==> config.mk <==
export PLATFORM = sky130hd
export DESIGN_NAME = pulse_gen_flat
export DESIGN_NICKNAME = d
export VERILOG_FILES = /design/src/rtl/pulse_gen_pkg.sv /design/src/rtl/axi_if.sv /design/src/rtl/pulse_gen_cmd.sv /design/src/rtl/pulse_gen.sv /design/src/flat_wrapper.sv
export SDC_FILE = /design/constraint.sdc
export NUM_CORES = 1
export LEC_CHECK = 0
export CAP_MARGIN = 20
export CELL_PAD_IN_SITES_DETAIL_PLACEMENT = 1
export CELL_PAD_IN_SITES_GLOBAL_PLACEMENT = 1
export CORE_ASPECT_RATIO = 0.5
export CORE_UTILIZATION = 44
export CTS_BUF_LIST = sky130_fd_sc_hd__clkbuf_8
export CTS_CLUSTER_SIZE = 40
export DETAILED_ROUTE_END_ITERATION = 10
export GPL_ROUTABILITY_DRIVEN = 0
export GPL_TIMING_DRIVEN = 0
export PLACE_DENSITY = 0.82
export SLEW_MARGIN = 0
export SYNTH_ARGS = -nofsm -noshare
export SYNTH_HDL_FRONTEND = slang
export SYNTH_SLANG_ARGS = --single-unit
==> constraint.sdc <==
create_clock -name clk -period 4.3 [get_ports clk]
set_input_delay 0.43 -clock clk [delete_from_list [all_inputs] [get_ports clk]]
set_output_delay 0.43 -clock clk [all_outputs]
set_load 0.02 [all_outputs]
==> src/rtl/pulse_gen_pkg.sv <==
// pulse_gen_pkg: command opcodes, FSM states and field widths shared by the
// pulse generator command sink and its top level.
package pulse_gen_pkg;

    localparam int OP_MSB  = 31;
    localparam int OP_LSB  = 28;
    localparam int VAL_W   = 28;
    localparam int BURST_W = 16;

    typedef enum logic [3:0] {
        OP_SET_PERIOD = 4'h1,
        OP_SET_HIGH   = 4'h2,
        OP_CTRL       = 4'h3
    } op_e;

    typedef enum logic [1:0] {
        ST_IDLE = 2'd0,
        ST_HIGH = 2'd1,
        ST_LOW  = 2'd2
    } state_e;

    typedef struct packed {
        op_e              op;
        logic [VAL_W-1:0] val;
    } cmd_t;

endpackage

==> src/rtl/axi_if.sv <==
// axi_if: minimal AXI-stream bundle (tvalid/tready/tdata/tid) shared by the
// addressed components on the bus.
interface axi_if;

    logic        tvalid;
    logic        tready;
    logic [31:0] tdata;
    logic [7:0]  tid;

    modport master (output tvalid, output tdata, output tid, input tready);
    modport slave  (input tvalid, input tdata, input tid, output tready);

endinterface

==> src/rtl/pulse_gen_cmd.sv <==
// pulse_gen_cmd: AXI-stream sink, tid filter, command legality check and the
// one-entry pending slot. cmd_err exists only with PULSE_GEN_STATUS_EN.
module pulse_gen_cmd
    import pulse_gen_pkg::*;
#(
    parameter logic [7:0] COMPONENT_ID = 8'h3E
) (
    input  logic             clk,
    input  logic             rst,
    axi_if.slave             axi,
    input  logic [VAL_W-1:0] period,
    input  logic             apply,
    output logic             pend_valid,
    output cmd_t             pend
`ifdef PULSE_GEN_STATUS_EN
    ,
    output logic             cmd_err
`endif
);

    logic             accept;
    logic             own;
    logic             legal;
    logic             load;
    logic             tready_q;
    logic [3:0]       op_raw;
    logic [VAL_W-1:0] val;

    assign accept = axi.tvalid && axi.tready;
    assign own    = (axi.tid == COMPONENT_ID);
    assign op_raw = axi.tdata[OP_MSB:OP_LSB];
    assign val    = axi.tdata[VAL_W-1:0];
    assign load   = accept && own && legal;

    // SET_HIGH is judged against the period active at accept time
    always_comb begin
        legal = 1'b0;
        unique case (op_raw)
            OP_SET_PERIOD: legal = (val >= VAL_W'(2));
            OP_SET_HIGH:   legal = (val != '0) && (val < period);
            OP_CTRL:       legal = 1'b1;
            default:       legal = 1'b0;
        endcase
    end

    always_ff @(posedge clk or posedge rst) begin
        if (rst) begin
            pend_valid <= 1'b0;
            pend       <= '0;
            tready_q   <= 1'b0;
        end else begin
            tready_q <= !pend_valid && !load;
            if (load) begin
                pend_valid <= 1'b1;
                pend.op    <= op_e'(op_raw);
                pend.val   <= val;
            end else if (apply) begin
                pend_valid <= 1'b0;
            end
        end
    end

    assign axi.tready = tready_q;

`ifdef PULSE_GEN_STATUS_EN
    always_ff @(posedge clk or posedge rst) begin
        if (rst) begin
            cmd_err <= 1'b0;
        end else if (accept && own && !legal) begin
            cmd_err <= 1'b1;
        end
    end
`endif

endmodule

==> src/rtl/pulse_gen.sv <==
// pulse_gen: programmable pulse train (period, high time, burst) configured
// over AXI-stream. Optional sticky cmd_err via PULSE_GEN_STATUS_EN.
module pulse_gen
    import pulse_gen_pkg::*;
#(
    parameter logic [7:0]  COMPONENT_ID = 8'h3E,
    parameter int unsigned RST_PERIOD   = 100,
    parameter int unsigned RST_HIGH     = 50
) (
    input  logic clk,
    input  logic rst,
    axi_if.slave axi,
    output logic pulse_out,
    output logic running
`ifdef PULSE_GEN_STATUS_EN
    ,
    output logic cmd_err
`endif
);

    state_e             state;
    state_e             n_state;
    logic [VAL_W-1:0]   period;
    logic [VAL_W-1:0]   high;
    logic [VAL_W-1:0]   cnt;
    logic [VAL_W-1:0]   n_period;
    logic [VAL_W-1:0]   n_high;
    logic [VAL_W-1:0]   n_cnt;
    logic [VAL_W-1:0]   low_len;
    logic               enable;
    logic               n_enable;
    logic [BURST_W-1:0] burst;
    logic [BURST_W-1:0] bcnt;
    logic [BURST_W-1:0] n_burst;
    logic [BURST_W-1:0] n_bcnt;
    logic               pend_valid;
    logic               apply;
    logic               boundary;
    cmd_t               pend;

    pulse_gen_cmd #(
        .COMPONENT_ID(COMPONENT_ID)
    ) u_cmd (
        .clk       (clk),
        .rst       (rst),
        .axi       (axi),
        .period    (period),
        .apply     (apply),
        .pend_valid(pend_valid),
        .pend      (pend)
`ifdef PULSE_GEN_STATUS_EN
        ,
        .cmd_err   (cmd_err)
`endif
    );

    // Next active registers: burst accounting first, then a pending word
    always_comb begin
        n_period = period;
        n_high   = high;
        n_enable = enable;
        n_burst  = burst;
        n_bcnt   = bcnt;
        boundary = (state == ST_LOW) && (cnt == '0);
        apply    = pend_valid && ((state == ST_IDLE) || boundary);
        if (boundary) begin
            n_bcnt = bcnt + 1'b1;
            if ((burst != '0) && (n_bcnt == burst)) begin
                n_enable = 1'b0;
            end
        end
        if (apply) begin
            unique case (pend.op)
                OP_SET_PERIOD: n_period = pend.val;
                OP_SET_HIGH:   n_high   = pend.val;
                OP_CTRL: begin
                    n_enable = pend.val[0];
                    n_burst  = pend.val[BURST_W:1];
                    n_bcnt   = '0;
                end
                default: n_period = period;
            endcase
        end
    end

    // A period shortened below the high time still gets one LOW cycle
    always_comb begin
        low_len = (period > high) ? (period - high) : VAL_W'(1);
        n_state = state;
        n_cnt   = cnt;
        unique case (state)
            ST_IDLE: begin
                if (enable && !apply) begin
                    n_state = ST_HIGH;
                    n_cnt   = high - 1'b1;
                end
            end
            ST_HIGH: begin
                if (cnt == '0) begin
                    n_state = ST_LOW;
                    n_cnt   = low_len - 1'b1;
                end else begin
                    n_cnt = cnt - 1'b1;
                end
            end
            ST_LOW: begin
                if (cnt == '0) begin
                    if (n_enable) begin
                        n_state = ST_HIGH;
                        n_cnt   = n_high - 1'b1;
                    end else begin
                        n_state = ST_IDLE;
                    end
                end else begin
                    n_cnt = cnt - 1'b1;
                end
            end
            default: n_state = ST_IDLE;
        endcase
    end

    always_ff @(posedge clk or posedge rst) begin
        if (rst) begin
            state     <= ST_IDLE;
            period    <= VAL_W'(RST_PERIOD);
            high      <= VAL_W'(RST_HIGH);
            cnt       <= '0;
            enable    <= 1'b0;
            burst     <= '0;
            bcnt      <= '0;
            pulse_out <= 1'b0;
            running   <= 1'b0;
        end else begin
            state     <= n_state;
            period    <= n_period;
            high      <= n_high;
            cnt       <= n_cnt;
            enable    <= n_enable;
            burst     <= n_burst;
            bcnt      <= n_bcnt;
            pulse_out <= (n_state == ST_HIGH);
            running   <= (n_state != ST_IDLE);
        end
    end

endmodule

==> src/flat_wrapper.sv <==
// flat-port wrapper written by rule: the top's interface ports become plain ports
module pulse_gen_flat import pulse_gen_pkg::*;
#(
    parameter logic [7:0]  COMPONENT_ID = 8'h3E,
    parameter int unsigned RST_PERIOD   = 100,
    parameter int unsigned RST_HIGH     = 50
)
  (clk, rst, pulse_out, running, axi_tvalid, axi_tdata, axi_tid, axi_tready);
  axi_if axi_i ();
  input  logic clk;
  input  logic rst;
  output logic pulse_out;
  output logic running;
  input wire logic [$bits(axi_i.tvalid)-1:0] axi_tvalid;
  input wire logic [$bits(axi_i.tdata)-1:0] axi_tdata;
  input wire logic [$bits(axi_i.tid)-1:0] axi_tid;
  output wire logic [$bits(axi_i.tready)-1:0] axi_tready;
  assign axi_i.tvalid = axi_tvalid;
  assign axi_i.tdata = axi_tdata;
  assign axi_i.tid = axi_tid;
  assign axi_tready = axi_i.tready;
  pulse_gen #(.COMPONENT_ID(COMPONENT_ID), .RST_PERIOD(RST_PERIOD), .RST_HIGH(RST_HIGH)) u_core (.clk(clk), .rst(rst), .axi(axi_i), .pulse_out(pulse_out), .running(running));
endmodule
# [Word-level counts from Yosys, hierarchy flattened]
# Index checks and enable logic that the tools add are counted.
[totals] out_inout_bits=3 reg_bits=155 inputBits=43
[classes] eq_ne=13 addsub=6 magnitude_cmp=3 mux=23 reduce_logical=23
[ops] cell="$mux W28" n=7
[ops] cell="$sub A28 B1 Y28 const B" n=4
[ops] cell="$pmux W28 S3" n=1
[ops] cell="$mux W16" n=3
[ops] cell="$ge A28 B2 Y1 const B" n=1
[ops] cell="$gt A28 B28 Y1" n=1
[ops] cell="$logic_not A28 Y1" n=1
[ops] cell="$lt A28 B28 Y1" n=1
[ops] cell="$reduce_bool A28 Y1" n=1
[ops] cell="$sub A28 B28 Y28" n=1
[ops] cell="$add A16 B1 Y16 const B" n=1
[ops] cell="$eq A16 B16 Y1" n=1
[ops] cell="$eq A4 B2 Y1 const B" n=4
[ops] cell="$reduce_bool A16 Y1" n=1
[ops] cell="$logic_and A1 B1 Y1" n=9
[ops] cell="$eq A4 B1 Y1 const B" n=2
[ops] cell="$eq A8 B6 Y1 const B" n=1
[ops] cell="$mux W1" n=7
[ops] cell="$mux W2" n=3
[ops] cell="$pmux W2 S3" n=1
[ops] cell="$eq A2 B1 Y1 const B" n=2
[ops] cell="$reduce_and A2 Y1" n=2
[ops] cell="$reduce_bool A2 Y1" n=2
[ops] cell="$logic_not A1 Y1" n=3
[ops] cell="8 further kinds" n=8

# [Longest topological paths before layout]
[depth] ltp_word=11 ltp_mapped=22 ltp_nobuf=18

# [Cells and area by module]
# Synthesis repeated with hierarchy kept, for this count alone.
[hier_totals] hier_cells=1599 area_unflattened_um2=13182.6
[modules_own_cells] mod="pulse_gen" cells_each=1345 n_inst=1 area_per_inst_um2=10844.2
[modules_own_cells] mod="pulse_gen_cmd" cells_each=254 n_inst=1 area_per_inst_um2=2338.5

# [Worst setup path after synthesis]
# Ideal clock, no wire load.
[synth_timing] kind="reg-to-reg" from="reg u_core.high[13]" to="reg u_core.cnt[18]" setup_ns=0.066 slack_ns=0.151 arrival_ns=4.083 stages_incl_launch_ff=20 required_time_ns=4.234 cell_sequence="dfrtp_1 inv_1 ha_1 clkbuf_1 nand4_1 or2_2 o21ai_0 o21ai_0 nand3_1 and2_1 clkbuf_1 buf_1 nand2b_1 ha_1 clkbuf_1 or4_1 o311ai_1 a31oi_1 a221oi_1 o31a_1"
[synth_between] elab_chain_len=6 word_cells_on_any_way=13
[synth_lines] item="from (decl)" line="pulse_gen.sv:24" source="logic [VAL_W-1:0] high;"
[synth_lines] item="from (signal assigned)" line="pulse_gen.sv:126" source="high <= VAL_W'(RST_HIGH);"
[synth_lines] item="from (signal assigned)" line="pulse_gen.sv:136" source="high <= n_high;"
[synth_lines] item="parallel branches: the longest is 5 deep, another holds $sub A28 B28 Y28"
[synth_lines] item="$pmux W28 S3 *" line="pulse_gen.sv:91" source="unique case (state)"
[synth_lines] item="to (signal assigned)" line="pulse_gen.sv:137" source="cnt <= n_cnt;"
[synth_lines] item="to (decl)" line="pulse_gen.sv:25" source="logic [VAL_W-1:0] cnt;"
# Every way passes the cells marked *. The select of a mux whose other input is x is not followed.
# A chain may end at the register's enable or synchronous reset.

# [Worst setup path in the final report]
[layout_timing] from="reg u_core.high[5]" to="reg u_core.cnt[8]"
# Same word-level chain as after synthesis.

==> impl.org <==
** Setup path
- In this run the worst path has a maximum fanout of 10.
- Critical-path cell list :: clkinvlp_4 > ha_4 > buf_4 > o2111a_2 > o31a_1 > o21ai_2 > nand3_2 > and2_4 > buf_4 > buf_6 > nand2b_1 > ha_1 > clkbuf_8 > mux2_2 > a221oi_4 > o21ai_2 > a31oi_2 > o21ai_0
- Standard cell with the maximum stage delay on the critical path :: dfstp_2
- Critical setup path kind :: flip-flop to flip-flop
- Critical path required time :: 4680 ps
- Worst setup EP type :: flip-flop
- The worst setup path is launched from a flip-flop.
- For the worst setup path, the data arrival time is 4650 ps.
- The largest single stage delay on the critical path is 570 ps.

** Place
- Count of port buffers added during placement :: 45
- Summed over all nets, the half-perimeter wirelength after detailed placement is 41500 µm.
- Worst slack, placed :: -1550 ps
- Instance area at placement :: 0.0138 mm²
- In this run, placement finished with an instance count of 2016.

** Global routing
- Pin count of the biggest net entering global routing :: 43
- The via count of the first global-routing pass is 13500.
- Global routing finished with a remaining overflow of 0.
- In the global route stage, overall resource usage came out at 35.9%.
- The initial antenna violation count is 7.
- The first global-routing pass estimated 80800 µm of wire.

** Floorplanning
- Vertical die dimension :: 122 µm
- Overall die area :: 0.0297 mm²
- The initial utilization of the core area, before any placement, comes to 45.4%.
- From left edge to right edge, the die measures 243 µm.
- The core region is 0.0281 mm².
- Number of primary I/O pins :: 46
- The floorplan has 43 rows.

** Drt
- In this run, the number of DRC markers left after iteration 0 of detailed routing was 1686.
- Once detail routing completed, the nets flagged for antenna violations numbered 0.
- Across all layers, the routed design uses 13800 vias.
- Number of optimization iterations in the first detailed-route pass :: 6
- In the routed design, unresolved DRC markers number 0.
- After detailed routing, the average wire length per cell comes to 26.4 µm.
- Via/cell ratio :: 6.67
- Wires add up to 54600 µm.

** Min path
- Min-Delay Path Class :: input pin to async pin

** Timing
- Dividing the final minimum period by the clock period gives 99.4%.
- On the final layout, the worst hold slack is 156 ps.
- The final hold violation count came to 0.
- Timing would allow up to 0.234 GHz.
- Setup repair after global routing could not meet its margin everywhere.
- Final-report max-slew violation count :: 0
- Endpoints failing setup :: 0
- In the final timing run, aggregate negative setup slack is 0 ps.
- For the pin with the worst max-slew slack, the measured transition is 1130 ps.
- PnR worst setup slack :: 25.1 ps
- Subtracting the final worst setup slack from the clock period gives 4270 ps.
- Worst slew margin relative to its limit :: 24.3%
- Across the routed clock network, the largest skew measured is 20.5 ps.

** Outcome
- The flow ran to the end, and the final reports show no timing, DRC or antenna violations.

** Final layout
- Compared with the post-synthesis result, the final layout area differs by 16.8%.
- Final Instance Area :: 0.0149 mm²
- In the final layout, the share of cells above drive strength 1 is 14.5%.
- Cells fill 53.1% of the core in the end.
- Total Nets Final :: 1783
- Excluding fillers, the count of instances in the completed layout stands at 2070.
- After filler insertion, the fill cell instance count of the layout stands at 3414.

** Yosys
- Most frequent cells after synthesis :: nand2_1, dfrtp_1, a21oi_1, o21ai_0, nor2_1
- Cell area after technology mapping :: 0.0128 mm²
- Number of enable-type register cells in the synthesized netlist :: 0
- Ys flop type :: dfrtp_1
- Synthesis inferred 155 register bits.
- FFs w/ async S/R, synth :: 100%
- The netlist uses 96 different library cells.
- Synthesized net count :: 1694
- The share of the Yosys chip area taken by registers is 30.5%.
- The cell count after synthesis came out at 1585.
- The Yosys step of the flow raised 0 warnings.
- Of the post-synthesis cell area, the dominant cell type holds 29.2%.
- Synth top area cells :: dfrtp_1, ha_1, nand2_1
- A synthesized cell averages 8.05 µm².
- Most frequent cell after synthesis :: nand2_1
- dfrtp_1 takes more of the synthesized area than any other cell.

** Clocking
- TritonCTS created 17 clock buffers.
- Number of buffers between clock root and the deepest sink :: 2
- Buffers inserted to repair hold after CTS numbered 0.
- Buffer cell driving the clock tree root :: clkbuf_8
- Clock Sinks :: 155
- Clock latency on the worst-skew pair :: 530 ps
- The H-tree generated during clock tree synthesis spans 4 levels.
- TritonCTS built the clock tree.
- Clock-pin slew reported for the worst setup and hold paths after clock tree synthesis :: 90 ps

** Power and ir drop
- The design draws 2.79 mW.
- PD cells :: 187 mW/mm²
- IR analysis of the VDD net gives a maximum drop of 0.000210 V.
- Summed over all cells, the static leakage comes to 6.71 nW.

** Run
- Across the run, the number of max-cap violations was 0.
-- per-layer routing --
layer	global-route usage (%)	routed length (µm)
met1	48.7	22500
met2	55.1	23800
met3	10.4	6520
met4	11.1	1690
met5	0	40
-- what timing repair did --
action	in CTS	in global routing
endpoints found under the hold margin	0	0
buffers inserted	16	13
gates cloned	0	1
setup endpoints to repair	15	20
pin swaps	10	19
resized for setup	63	64
-- final cells by class --
class                      count  area, µm²  area share [%]
antenna                        1       2.50          0.0168
buffer                        70        350            2.35
clock buffer                  19        262            1.75
clock inverter                13        141           0.949
inverter                      91        358            2.40
multi-input combinational   1259       8630            57.9
sequential                   155       3900            26.2
tap                          382        478            3.21
timing repair buffer          80        786            5.27
-- worst max-delay path, delay by kind of cell (launching register included) --
family | cells | cell delay [ps]
AOI/OAI and AO/OA | 7 | 1470
buffers and inverters | 5 | 870
DFF | 1 | 570
adders and majority gates | 2 | 470
and+or+nand+nor | 3 | 400
muxes | 1 | 360
-- registers in the layout, indices dropped and copies added (netlist names) --
| name | count |
|---|---|
| u_core.u_cmd.pend_valid | 1 |
| u_core.u_cmd.axi.tready | 1 |
| u_core.cnt | 28 |
| u_core.bcnt | 16 |
| u_core.u_cmd.pend | 32 |
| u_core.enable | 1 |
| u_core.running | 1 |
| u_core.burst | 16 |
| u_core.pulse_out | 1 |
| u_core.period | 28 |
| u_core.state | 2 |
| u_core.high | 28 |
-- logic make-up (layout without fill, tap and decap cells) --
| logic type | count (synthesis) | in the layout | share of synthesized area, % |
|---|---|---|---|
| mux | 45 | 45 | 3.84 |
| xor+xnor | 120 | 120 | 8.24 |
| other cells | 0 | 1 | 0 |
| compound gates | 424 | 424 | 21.5 |
| flops | 155 | 155 | 30.5 |
| buf+inv | 171 | 273 | 5.33 |
| simple gates | 604 | 604 | 24.2 |
| fa+ha+maj | 66 | 66 | 6.53 |
-- layout by cell type, fill, tap and decap left out, types with 20 or more instances in the layout --
master | Yosys | final
nand2_1 | 198 | 198
dfrtp_1 | 149 | 140
o21ai_0 | 105 | 100
a21oi_1 | 106 | 98
nor2_1 | 97 | 95
xnor2_1 | 81 | 79
inv_1 | 90 | 77
nor3_1 | 60 | 57
ha_1 | 65 | 52
nand3_1 | 53 | 51
clkbuf_1 | 57 | 46
clkdlybuf4s50_1 | 0 | 45
xor2_1 | 39 | 38
buf_4 | 2 | 34
mux2_2 | 32 | 32
nor4_1 | 35 | 31
nand4_1 | 26 | 26
a21o_1 | 26 | 25
o211ai_1 | 20 | 20
clkbuf_8 | 0 | 20
-- path summary, 6_finish.rpt --
path	slack [ps]	end	startpoint	cells past startpoint
max in group asynchronous	3120	u_core.high[4]	rst	5
min in group clk	530	u_core.cnt[1]	u_core.cnt[1]	2
hold reg to reg	530	u_core.cnt[1]	u_core.cnt[1]	2
setup / recovery	30	u_core.cnt[8]	u_core.high[5]	18
hold / removal	160	u_core.pulse_out	rst	2
setup reg to reg	30	u_core.cnt[8]	u_core.high[5]	18
-- power breakdown --
group / switching, mW / internal (mW)
clock network: 0.640 / 0.549
registers: 0.00677 / 1.46
logic: 0.0754 / 0.0637
Power figures use the tool's default switching activity.
